## src/rtl/branch_pkg.sv

```systemverilog
// Shared branch definitions for the decoder and the execute-stage resolve unit.
// Latency: n/a (types and constants only).
// Backpressure: n/a.
package branch_pkg;

    // 3-bit branch control produced by the decoder; codes 6 and 7 are illegal.
    typedef enum logic [2:0] {
        BR_BEQ  = 3'd0,
        BR_BNE  = 3'd1,
        BR_BLT  = 3'd2,
        BR_BGE  = 3'd3,
        BR_BLTU = 3'd4,
        BR_BGEU = 3'd5
    } branch_ctrl_t;

    // Fall-through distance for a 32-bit instruction.
    localparam int unsigned BRANCH_LINK_OFFSET = 4;

endpackage

```

## src/rtl/branch_compare.sv

```systemverilog
// Branch condition evaluator: ctrl, a, b -> taken.
// Latency: purely combinational.
// Backpressure: none; illegal control codes evaluate to not-taken.
// Ports: ctrl_i (branch control code), a_i/b_i (operands), taken_o (condition true).
module branch_compare
    import branch_pkg::*;
#(
    parameter int XLEN = 32
) (
    input  logic [2:0]      ctrl_i,
    input  logic [XLEN-1:0] a_i,
    input  logic [XLEN-1:0] b_i,
    output logic            taken_o
);

    always_comb begin
        taken_o = 1'b0;
        case (ctrl_i)
            BR_BEQ:  taken_o = (a_i == b_i);
            BR_BNE:  taken_o = (a_i != b_i);
            BR_BLT:  taken_o = ($signed(a_i) <  $signed(b_i));
            BR_BGE:  taken_o = ($signed(a_i) >= $signed(b_i));
            BR_BLTU: taken_o = (a_i <  b_i);
            BR_BGEU: taken_o = (a_i >= b_i);
            default: taken_o = 1'b0;
        endcase
    end

endmodule

```

## src/rtl/branch_resolve_unit.sv

```systemverilog
// Execute-stage branch resolution: evaluates condition, computes target, reports fetch redirect.
// Latency: 2 cycles from input transfer edge to out_valid (S1 capture, S2 register).
// Backpressure: valid/ready; S2 holds while out_valid && !out_ready, S1 then holds and in_ready drops.
// Ports: clk/rst_n; in_* branch request (pc, operands, imm[12:1], control, prediction) with in_valid/in_ready;
//        flush kills both stages; out_* registered result (taken, target, redirect, redirect_pc, misaligned)
//        with out_valid/out_ready.
// Optional: define BRANCH_RESOLVE_STATS_EN to add saturating stat_branches / stat_mispredicts counters.
module branch_resolve_unit
    import branch_pkg::*;
#(
    parameter int XLEN = 32
) (
    input  logic            clk,
    input  logic            rst_n,
    input  logic            in_valid,
    output logic            in_ready,
    input  logic [XLEN-1:0] in_pc,
    input  logic [XLEN-1:0] in_rs1_data,
    input  logic [XLEN-1:0] in_rs2_data,
    input  logic [12:1]     in_imm,
    input  logic [2:0]      in_branch_control,
    input  logic            in_pred_taken,
    input  logic            flush,
    output logic            out_valid,
    input  logic            out_ready,
    output logic            out_taken,
    output logic [XLEN-1:0] out_target,
    output logic            out_redirect,
    output logic [XLEN-1:0] out_redirect_pc,
    output logic            out_misaligned
`ifdef BRANCH_RESOLVE_STATS_EN
    ,
    output logic [31:0]     stat_branches,
    output logic [31:0]     stat_mispredicts
`endif
);

    // ---------------- Stage 1 registers ----------------
    logic            s1_valid_q, s1_valid_d;
    logic [XLEN-1:0] s1_pc_q;
    logic [XLEN-1:0] s1_rs1_q;
    logic [XLEN-1:0] s1_rs2_q;
    logic [12:1]     s1_imm_q;
    logic [2:0]      s1_ctrl_q;
    logic            s1_pred_q;

    // ---------------- Stage 2 registers ----------------
    logic            s2_valid_q, s2_valid_d;
    logic            s2_taken_q;
    logic [XLEN-1:0] s2_target_q;
    logic            s2_redirect_q;
    logic [XLEN-1:0] s2_redirect_pc_q;
    logic            s2_misaligned_q;

    // ---------------- Handshake ----------------
    logic s2_load;
    logic in_fire;
    logic out_fire;

    assign s2_load  = s1_valid_q && (!s2_valid_q || out_ready);
    assign in_ready = !flush && (!s1_valid_q || s2_load);
    assign in_fire  = in_valid && in_ready;
    assign out_fire = s2_valid_q && out_ready;

    // flush wins over everything; a refill and a drain may happen in the same cycle.
    always_comb begin
        s1_valid_d = s1_valid_q;
        if (flush)
            s1_valid_d = 1'b0;
        else if (in_fire)
            s1_valid_d = 1'b1;
        else if (s2_load)
            s1_valid_d = 1'b0;
    end

    always_comb begin
        s2_valid_d = s2_valid_q;
        if (flush)
            s2_valid_d = 1'b0;
        else if (s2_load)
            s2_valid_d = 1'b1;
        else if (out_ready)
            s2_valid_d = 1'b0;
    end

    always_ff @(posedge clk or negedge rst_n) begin
        if (!rst_n) begin
            s1_valid_q <= 1'b0;
            s1_pc_q    <= '0;
            s1_rs1_q   <= '0;
            s1_rs2_q   <= '0;
            s1_imm_q   <= '0;
            s1_ctrl_q  <= '0;
            s1_pred_q  <= 1'b0;
        end else begin
            s1_valid_q <= s1_valid_d;
            if (in_fire) begin
                s1_pc_q   <= in_pc;
                s1_rs1_q  <= in_rs1_data;
                s1_rs2_q  <= in_rs2_data;
                s1_imm_q  <= in_imm;
                s1_ctrl_q <= in_branch_control;
                s1_pred_q <= in_pred_taken;
            end
        end
    end

    // ---------------- Stage 1 combinational resolve ----------------
    logic            s1_taken;
    logic [XLEN-1:0] s1_offset;
    logic [XLEN-1:0] s1_target;
    logic [XLEN-1:0] s1_fallthru;
    logic            s1_redirect;
    logic [XLEN-1:0] s1_redirect_pc;
    logic            s1_misaligned;

    branch_compare #(
        .XLEN (XLEN)
    ) u_compare (
        .ctrl_i  (s1_ctrl_q),
        .a_i     (s1_rs1_q),
        .b_i     (s1_rs2_q),
        .taken_o (s1_taken)
    );

    // B-immediate is a 13-bit signed byte offset with an implicit zero LSB.
    assign s1_offset      = {{(XLEN-13){s1_imm_q[12]}}, s1_imm_q, 1'b0};
    assign s1_target      = s1_pc_q + s1_offset;
    assign s1_fallthru    = s1_pc_q + XLEN'(BRANCH_LINK_OFFSET);
    assign s1_redirect    = s1_taken != s1_pred_q;
    assign s1_redirect_pc = s1_taken ? s1_target : s1_fallthru;
    // Only a taken branch can fault on its target; bit 0 is always zero here.
    assign s1_misaligned  = s1_taken && s1_target[1];

    always_ff @(posedge clk or negedge rst_n) begin
        if (!rst_n) begin
            s2_valid_q       <= 1'b0;
            s2_taken_q       <= 1'b0;
            s2_target_q      <= '0;
            s2_redirect_q    <= 1'b0;
            s2_redirect_pc_q <= '0;
            s2_misaligned_q  <= 1'b0;
        end else begin
            s2_valid_q <= s2_valid_d;
            if (s2_load && !flush) begin
                s2_taken_q       <= s1_taken;
                s2_target_q      <= s1_target;
                s2_redirect_q    <= s1_redirect;
                s2_redirect_pc_q <= s1_redirect_pc;
                s2_misaligned_q  <= s1_misaligned;
            end
        end
    end

    assign out_valid       = s2_valid_q;
    assign out_taken       = s2_taken_q;
    assign out_target      = s2_target_q;
    assign out_redirect    = s2_redirect_q;
    assign out_redirect_pc = s2_redirect_pc_q;
    assign out_misaligned  = s2_misaligned_q;

`ifdef BRANCH_RESOLVE_STATS_EN
    // Saturating event counters; only reset clears them, flush does not.
    logic [31:0] stat_branches_q, stat_branches_d;
    logic [31:0] stat_mispredicts_q, stat_mispredicts_d;

    always_comb begin
        stat_branches_d    = stat_branches_q;
        stat_mispredicts_d = stat_mispredicts_q;
        if (out_fire) begin
            if (stat_branches_q != 32'hFFFF_FFFF)
                stat_branches_d = stat_branches_q + 32'd1;
            if (s2_redirect_q && (stat_mispredicts_q != 32'hFFFF_FFFF))
                stat_mispredicts_d = stat_mispredicts_q + 32'd1;
        end
    end

    always_ff @(posedge clk or negedge rst_n) begin
        if (!rst_n) begin
            stat_branches_q    <= '0;
            stat_mispredicts_q <= '0;
        end else begin
            stat_branches_q    <= stat_branches_d;
            stat_mispredicts_q <= stat_mispredicts_d;
        end
    end

    assign stat_branches    = stat_branches_q;
    assign stat_mispredicts = stat_mispredicts_q;
`else
    // Output handshake is consumed by the counters only when they exist.
    logic unused_out_fire;
    assign unused_out_fire = out_fire;
`endif

endmodule
```

## config.mk

```make
export PLATFORM = sky130hd
export DESIGN_NAME = branch_resolve_unit
export DESIGN_NICKNAME = d
export VERILOG_FILES = /design/src/rtl/branch_pkg.sv /design/src/rtl/branch_compare.sv /design/src/rtl/branch_resolve_unit.sv
export SDC_FILE = /design/constraint.sdc
export NUM_CORES = 1
export LEC_CHECK = 0
export CAP_MARGIN = 20
export CORE_AREA = 2 2 147 149
export CTS_CLUSTER_DIAMETER = 40
export DETAILED_ROUTE_END_ITERATION = 6
export DIE_AREA = 0 0 149 151
export PLACE_DENSITY = 0.83
export SLEW_MARGIN = 20
export SYNTH_ARGS = -nofsm -noshare
export SYNTH_HDL_FRONTEND = slang
export SYNTH_HIERARCHICAL = 1
export SYNTH_SLANG_ARGS = --single-unit
export TNS_END_PERCENT = 1
```

## constraint.sdc

```tcl
create_clock -name clk -period 3.75 [get_ports clk]
set_input_delay 0.75 -clock clk [delete_from_list [all_inputs] [get_ports clk]]
set_output_delay 0.75 -clock clk [all_outputs]
set_load 0.1 [all_outputs]
```

==> results of run 1 <==
## state kept, by name (all words and copies together) (netlist names)
signal           flops
s1_ctrl_q            3
out_misaligned       1
out_redirect_pc     31
out_redirect         1
s1_valid_q           1
s1_pred_q            1
out_target          32
out_taken            1
s1_rs2_q            32
s1_imm_q            12
s1_rs1_q            32
out_valid            1
s1_pc_q             32
## layout make-up
| class | instances | area, um^2 | share of cell area, % |
|---|---|---|---|
| flip-flops and latches | 180 | 4500 | 35.3 |
| repair buffers | 195 | 1980 | 15.5 |
| well taps | 275 | 344 | 2.69 |
| clock inverters | 11 | 149 | 1.17 |
| multi-input cells | 680 | 5160 | 40.4 |
| inverters | 45 | 169 | 1.32 |
| clock buffers | 21 | 470 | 3.68 |
## cell families (layout without fill, tap and decap cells)
group                      after synthesis  count (layout)
AOI/OAI and AO/OA                      207             207
xor gates and xnor gates                57              57
adders and majority gates               64              64
buffers and inverters                   92             272
DFF                                    180             180
muxes                                  120             120
and+or+nand+nor                        232             232
## worst max path at each step
| stage | from | endpoint | cells past startpoint |
|---|---|---|---|
| after floorplan | out_valid$_DFFE_PN0P_ | s1_ctrl_q[0]$_DFFE_PN0P_ | 6 |
| after global placement | s1_rs1_q[5]$_DFFE_PN0P_ | out_redirect_pc[31]$_DFFE_PN0P_ | 11 |
| after detailed placement | s1_rs1_q[5]$_DFFE_PN0P_ | out_redirect_pc[19]$_DFFE_PN0P_ | 11 |
| after CTS | s1_rs1_q[5]$_DFFE_PN0P_ | out_redirect_pc[19]$_DFFE_PN0P_ | 11 |
| after global routing | s1_rs2_q[5]$_DFFE_PN0P_ | out_redirect_pc[31]$_DFFE_PN0P_ | 12 |
| final | s1_rs1_q[5]$_DFFE_PN0P_ | out_redirect_pc[19]$_DFFE_PN0P_ | 11 |
## worst max-delay path, delay by kind of cell (launching register included)
| kind | cells | cell delay (ps) |
|---|---|---|
| compound gates | 6 | 1520 |
| fa+ha+maj | 1 | 320 |
| flops | 1 | 380 |
| simple gates | 3 | 810 |
| mux | 1 | 170 |
## power by group through the flow
stage	sequential, mW	combinational, mW	clock, mW
finish	2.84	5.34	1.88
global route	2.91	5.62	1.99
CTS	2.84	5.35	1.92
detailed placement	2.86	5.31	0
global placement	2.86	5.26	0
floorplan	5.08	1.68	0
## metal layers
metal	routed length [um]	global-route usage, %	part of all wire, %
met4	446	7.05	1.7
met2	12200	38.3	47
met1	11600	31.1	45
met3	1450	4.07	5.6
met5	0	0	0
## Yosys cell counts (all sizes together), types with 2 or more instances
cell	count	area, um^2
o21ai	59	295
o21a	7	52.6
o211ai	11	92.6
dfrtp	180	4500
and4	7	61.3
nand2b	4	25.0
o41ai	2	25.0
or4b	2	20.0
and2	6	37.5
mux2i	4	40.0
nand3	26	130
xor2	27	236
and3	11	68.8
nand2	102	388
a21o	25	188
mux2	116	1310
nor3	6	45.0
or3b	2	17.5
ha	63	788
a21boi	5	37.5
xnor2	30	263
a21oi	54	274
nor2	35	131
o21bai	7	52.6
inv	45	169
a221o	3	30.0
o31ai	3	22.5
a211oi	11	92.6
buf	22	119
nand4	20	125
clkbuf	25	93.8
or2	2	12.5
a31oi	2	12.5
a221oi	3	38.8
nor2b	5	31.3
o221ai	4	35.0
## stage by stage
step	hold slack [ps]	power (mW)	utilization, %
floorplan	433	6.75	-
global placement	454	8.12	58.4
detailed placement	469	8.17	58.4
CTS	343	10.1	61.3
global route	383	10.5	61.3
finish	333	10.1	61.3
==> metrics, run 1 <==
status=complete, no violations; Power Density=788 mW/mm^2; total CTS buffers=17; DIE WIDTH=149 um; clk sinks=180; Lkg Pwr=5.64 nW; worst min path class=input port to asynchronous set/reset pin; dpl cell area=0.0122 mm^2; most common cell after layout, fill and taps aside=clkdlybuf4s50_1; initial antenna violation count=0; Mapped Cells=between 900 and 1000; Async SR Flop Fraction=100%; clock share of power=18.7%; area fraction in compound gates after synthesis=between 10 and 15%; Slowest Stage Delay on Critical Path=between 400 and 500 ps; PortBufs=185; Place WS=around 450 ps; root buf cell=clkbuf_16; worst r2r dst=out_redirect_pc[19]$_DFFE_PN0P_; DP Wirelength=roughly 19 mm; CP cell instances=ha_1 > a21o_1 > a21o_1 > a221oi_2 > o21ai_1 > nor3_2 > mux2i_1 > a211oi_4 > nand2b_1 > nor2_1 > a221o_1; chip height=approximately 150 um; share of cells above drive strength 1=15.8%; CTS Hold Bufs=0; Initial DRC Count=453; total global-route track usage=23.1%; fmax=a little over 0.3 GHz; peak supply drop=1.06 mV; FF-to-FF Start=s1_rs1_q[5]$_DFFE_PN0P_; Flop pwr share=28.3%; TritonRoute pass-1 iters=5; vias in the first global route=approximately 8000; via/cell ratio=around 5.6; Clock Latency Late Sink=~440 ps; Synth Register Bits=180; Final Max Slew Viols=0; worst r2r path cells=11; largest net degree at the start of global routing=between 70 and 80; worst endpoint required time=~4100 ps; Synth Area in Adders=8.07%; core area=0.0208 mm^2; largest family of logic cells by synthesized area=compound AO/OA/AOI/OAI gates; clock-pin slew on the worst setup and hold paths=70 ps; post-synthesis mux area share=13.4%; DRC viols=0; first-pass GRT wire length=40.8 mm; dpl cells=approximately 1400; GRT overflow=0; I/O Pins=186; via count=7921; n_diodes=0; Tmin final=3300 ps; Routability Congestion=0.940; num rows=53; H-tree Lvls=4; WL per Instance=18.2 um; Crit path arrival time=3610 ps; Filler Cell Count=roughly 1700; Design Area, Final=0.0128 mm^2; post-CTS sizing=0; r2r setup slk=450 ps; Syn Area/Cell=roughly 11 um^2; most frequent cells in the layout=clkdlybuf4s50_1, dfrtp_1, mux2_2, nand2_1, ha_1; post-route ant nets=0; critical path fanouts, max=9; final hold viol count=0; Post-Layout Cell Count=1407; CP Capture Type=flop; RSZ-0062 raised after global routing=no; setup tns final=0 ps; worst-case clock buffer depth=2; Starting Density=48.1%; CTS tree=built; Synth Flop Type=dfrtp_1; net switching power=4.97 mW; Gate power share=between 50 and 60%; synthesized net count=between 1000 and 1500; Crit Path Category=flop to flop; Yosys cell types=66; Sw Ratio=49.4%; Yosys warning count=6; internal power=5.10 mW; mapped cell area=0.0100 mm^2; clk_skew=14.0 ps; routed wire length=between 20 and 30 mm; Final #Nets=1300; post-synthesis sequential area ratio=between 40% and 50%; Synth Area in XOR/XNOR=under 10%; setup bufs post-CTS=0; post-synthesis simple-gate area fraction=11.2%; area grow syn2layout=27.4%; Post-synth EDFFs=0; CP dominant cell by count=a21o_1; startpoint types=flop; worst slew pin tran=between 1000 and 1500 ps; Tcrit/Tclk final=87.9%; slowest CP cell=a211oi_4; Final setup viols=0; Setup WS post-layout=approximately 450 ps; Slew headroom=between 30% and 40%; reported max-cap violation count=0; Die ar.=0.0225 mm^2
Note: power is estimated with default switching activity, not from simulation.
==> run 2: changes to the inputs <==
CTS_CLUSTER_SIZE = 8   (was unset)
REMOVE_ABC_BUFFERS = 1   (was unset)
==> run 2 against run 1 <==
Against the previous run:
- non-clock buffer count grew 7
- die area unchanged
- clock power fell by 5%
- first-iteration DRC count is 2.0% lower
- fmax shrank 1.2%
- hold slack improved by 16 ps
- final cell count rose by 0.57%
- critical endpoint is now out_redirect_pc[28]$_DFFE_PN0P_
- largest cell class unchanged
==> metrics, run 2 (synthesis results as in run 1) <==
peak supply drop=0.346 mV (-67%); GRT overflow=0 (unchanged); Crit path arrival time=3670 ps (+60 ps); r2r setup slk=410 ps (-40 ps); vias in the first global route=7719 (-3.0%); most common cell after layout, fill and taps aside=clkdlybuf4s50_1; Slowest Stage Delay on Critical Path=380 ps (-40 ps); most frequent cells in the layout=clkdlybuf4s50_1, dfrtp_1, mux2_2, nand2_1, ha_1; root buf cell=clkbuf_16; clock share of power=18.1% (-0.6 points); critical path fanouts, max=28 (+19); via count=7646 (-3.5%); first-pass GRT wire length=38.4 mm (-5.9%); Clock Latency Late Sink=430 ps (about the same); worst hold slack=349 ps (+16.2 ps); Final #Nets=1307 (+0.54%); worst r2r path cells=12 (+1); via/cell ratio=5.40 (-4.0%); CP Capture Type=flop; total CTS buffers=17 (unchanged); RSZ-0062 raised after global routing=no; share of cells above drive strength 1=16.4% (+0.61 points); internal power=5.00 mW (-1.9%); post-CTS sizing=0 (unchanged); startpoint types=flop; I/O Pins=186 (unchanged); DP Wirelength=18.0 mm (-4.0%); setup bufs post-CTS=0 (unchanged); Starting Density=48.1% (unchanged); WL per Instance=16.7 um (-8.5%); routed wire length=23.6 mm (-8.0%); CP cell instances=ha_1 > a21o_1 > a21o_1 > a221oi_2 > o21ai_1 > nor3_2 > mux2i_1 > a211oi_4 > buf_4 > buf_4 > nand2_1 > o221ai_1; Sw Ratio=49.6% (+0.18 points); Final setup viols=0 (unchanged); final hold viol count=0 (unchanged); PortBufs=185 (unchanged); Slew headroom=31.9% (+1.4 points); worst slew pin tran=1020 ps (-20.6 ps); Power Density=774 mW/mm^2 (-1.8%); Die ar.=0.0225 mm^2 (unchanged); Tot Pwr=9.91 mW (-1.6%); Buf/Inv on CP=2 (+2); DIE WIDTH=149 um (unchanged); clock-pin slew on the worst setup and hold paths=70 ps (about the same); post-route ant nets=0 (unchanged); CTS Hold Bufs=0 (unchanged); CP Depth=12 (+1); area grow syn2layout=27.7%; Final Max Slew Viols=0 (unchanged); Lkg Pwr=5.66 nW (+0.37%); Tmin final=3340 ps (+39.5 ps); DRC viols=0 (unchanged); clk_skew=10.8 ps (-3.15 ps); TritonRoute pass-1 iters=5 (unchanged); status=complete, no violations; Top delay family on crit path=compound AO/OA/AOI/OAI gates; total global-route track usage=21.7% (-1.4 points); largest net degree at the start of global routing=86 (+8.9%); fmax=0.300 GHz (-1.2%); reported max-cap violation count=0 (unchanged); clk sinks=180 (unchanged); register area=0.00450 mm^2 (unchanged); Gate power share=53.7% (+0.7 points); worst endpoint required time=4090 ps (+20 ps); H-tree Lvls=4 (unchanged); core area=0.0208 mm^2 (unchanged); slowest CP cell=dfrtp_1; multi-input logic area=0.00516 mm^2 (unchanged); CTS tree=built; net switching power=4.91 mW (-1.2%); Routability Congestion=0.870 (-7.4%); Initial DRC Count=444 (-2.0%); num rows=53 (unchanged); worst-case clock buffer depth=2 (unchanged); Crit Path Category=flop to flop; initial antenna violation count=0 (unchanged); worst min path class=input port to asynchronous set/reset pin; Tcrit/Tclk final=88.9% (+1.1 points); chip height=151 um (unchanged); Flop pwr share=28.2% (about the same); Filler Cell Count=1740 (+3.3%)
==> run 2: worst register-to-register path, cell delays in order, from the launching register on <==
cell and delay (ps):
dfrtp_1 380, ha_1 300, a21o_1 180, a21o_1 180, a221oi_2 330, o21ai_1 150, nor3_2 270, mux2i_1 150
a211oi_4 280, buf_4 250, buf_4 320, nand2_1 220, o221ai_1 220
==> run 2: final timing paths <==
| path | from | end |
|---|---|---|
| min reg2reg | out_target[2]$_DFFE_PN0P_ | out_target[2]$_DFFE_PN0P_ |
| min in group clk | out_target[2]$_DFFE_PN0P_ | out_target[2]$_DFFE_PN0P_ |
| max reg2reg | s1_rs1_q[5]$_DFFE_PN0P_ | out_redirect_pc[28]$_DFFE_PN0P_ |
| max | s1_rs1_q[5]$_DFFE_PN0P_ | out_redirect_pc[28]$_DFFE_PN0P_ |
| max in group asynchronous | rst_n | s1_pc_q[9]$_DFFE_PN0P_ |
| min | rst_n | s1_pc_q[27]$_DFFE_PN0P_ |
==> run 2: cell type report <==
| type | count | share of cell area (%) |
|---|---|---|
| flip-flops and latches | 180 | 35.2 |
| well taps | 275 | 2.69 |
| inverters | 45 | 1.32 |
| clock buffers | 21 | 3.75 |
| multi-input cells | 680 | 40.3 |
| repair buffers | 202 | 15.8 |
| diodes | 1 | 0.0196 |
| clock inverters | 11 | 0.890 |
==> run 2: metrics by stage <==
step | setup TNS (ps) | instance area (um^2) | std cells | util [%] | worst slack, ps
global route | 0 | 12800 | 1414 | 61.5 | 188
global placement | 0 | 12200 | 1382 | 58.6 | 551
finish | 0 | 12800 | 1415 | 61.5 | 415
floorplan | -280870 | 9810 | 905 | - | -2490
detailed placement | 0 | 12200 | 1382 | 58.6 | 471
CTS | 0 | 12800 | 1414 | 61.5 | 410
==> run 2: routing by layer <==
metal / global-route usage [%] / wire length (um) / vias up
met3: 5.12 / 1220 / 35
met2: 35.0 / 11200 / 186
li1: - / - / 3740
met4: 7.10 / 443 / 0
met5: 0 / 0 / -
met1: 29.0 / 10800 / 3685
==> run 2: power by group through the flow <==
stage	combinational, mW	sequential (mW)	clock (mW)
floorplan	1.64	5.10	0
global placement	5.25	2.81	0
detailed placement	5.31	2.83	0
CTS	5.33	2.80	1.83
global route	5.62	2.86	1.92
finish	5.32	2.80	1.79
==> run 3: changes to the inputs <==
SKIP_LAST_GASP = 1   (was unset)
==> results of run 3 <==
No change in the layout: final DEF, timing and power equal those of run 2.
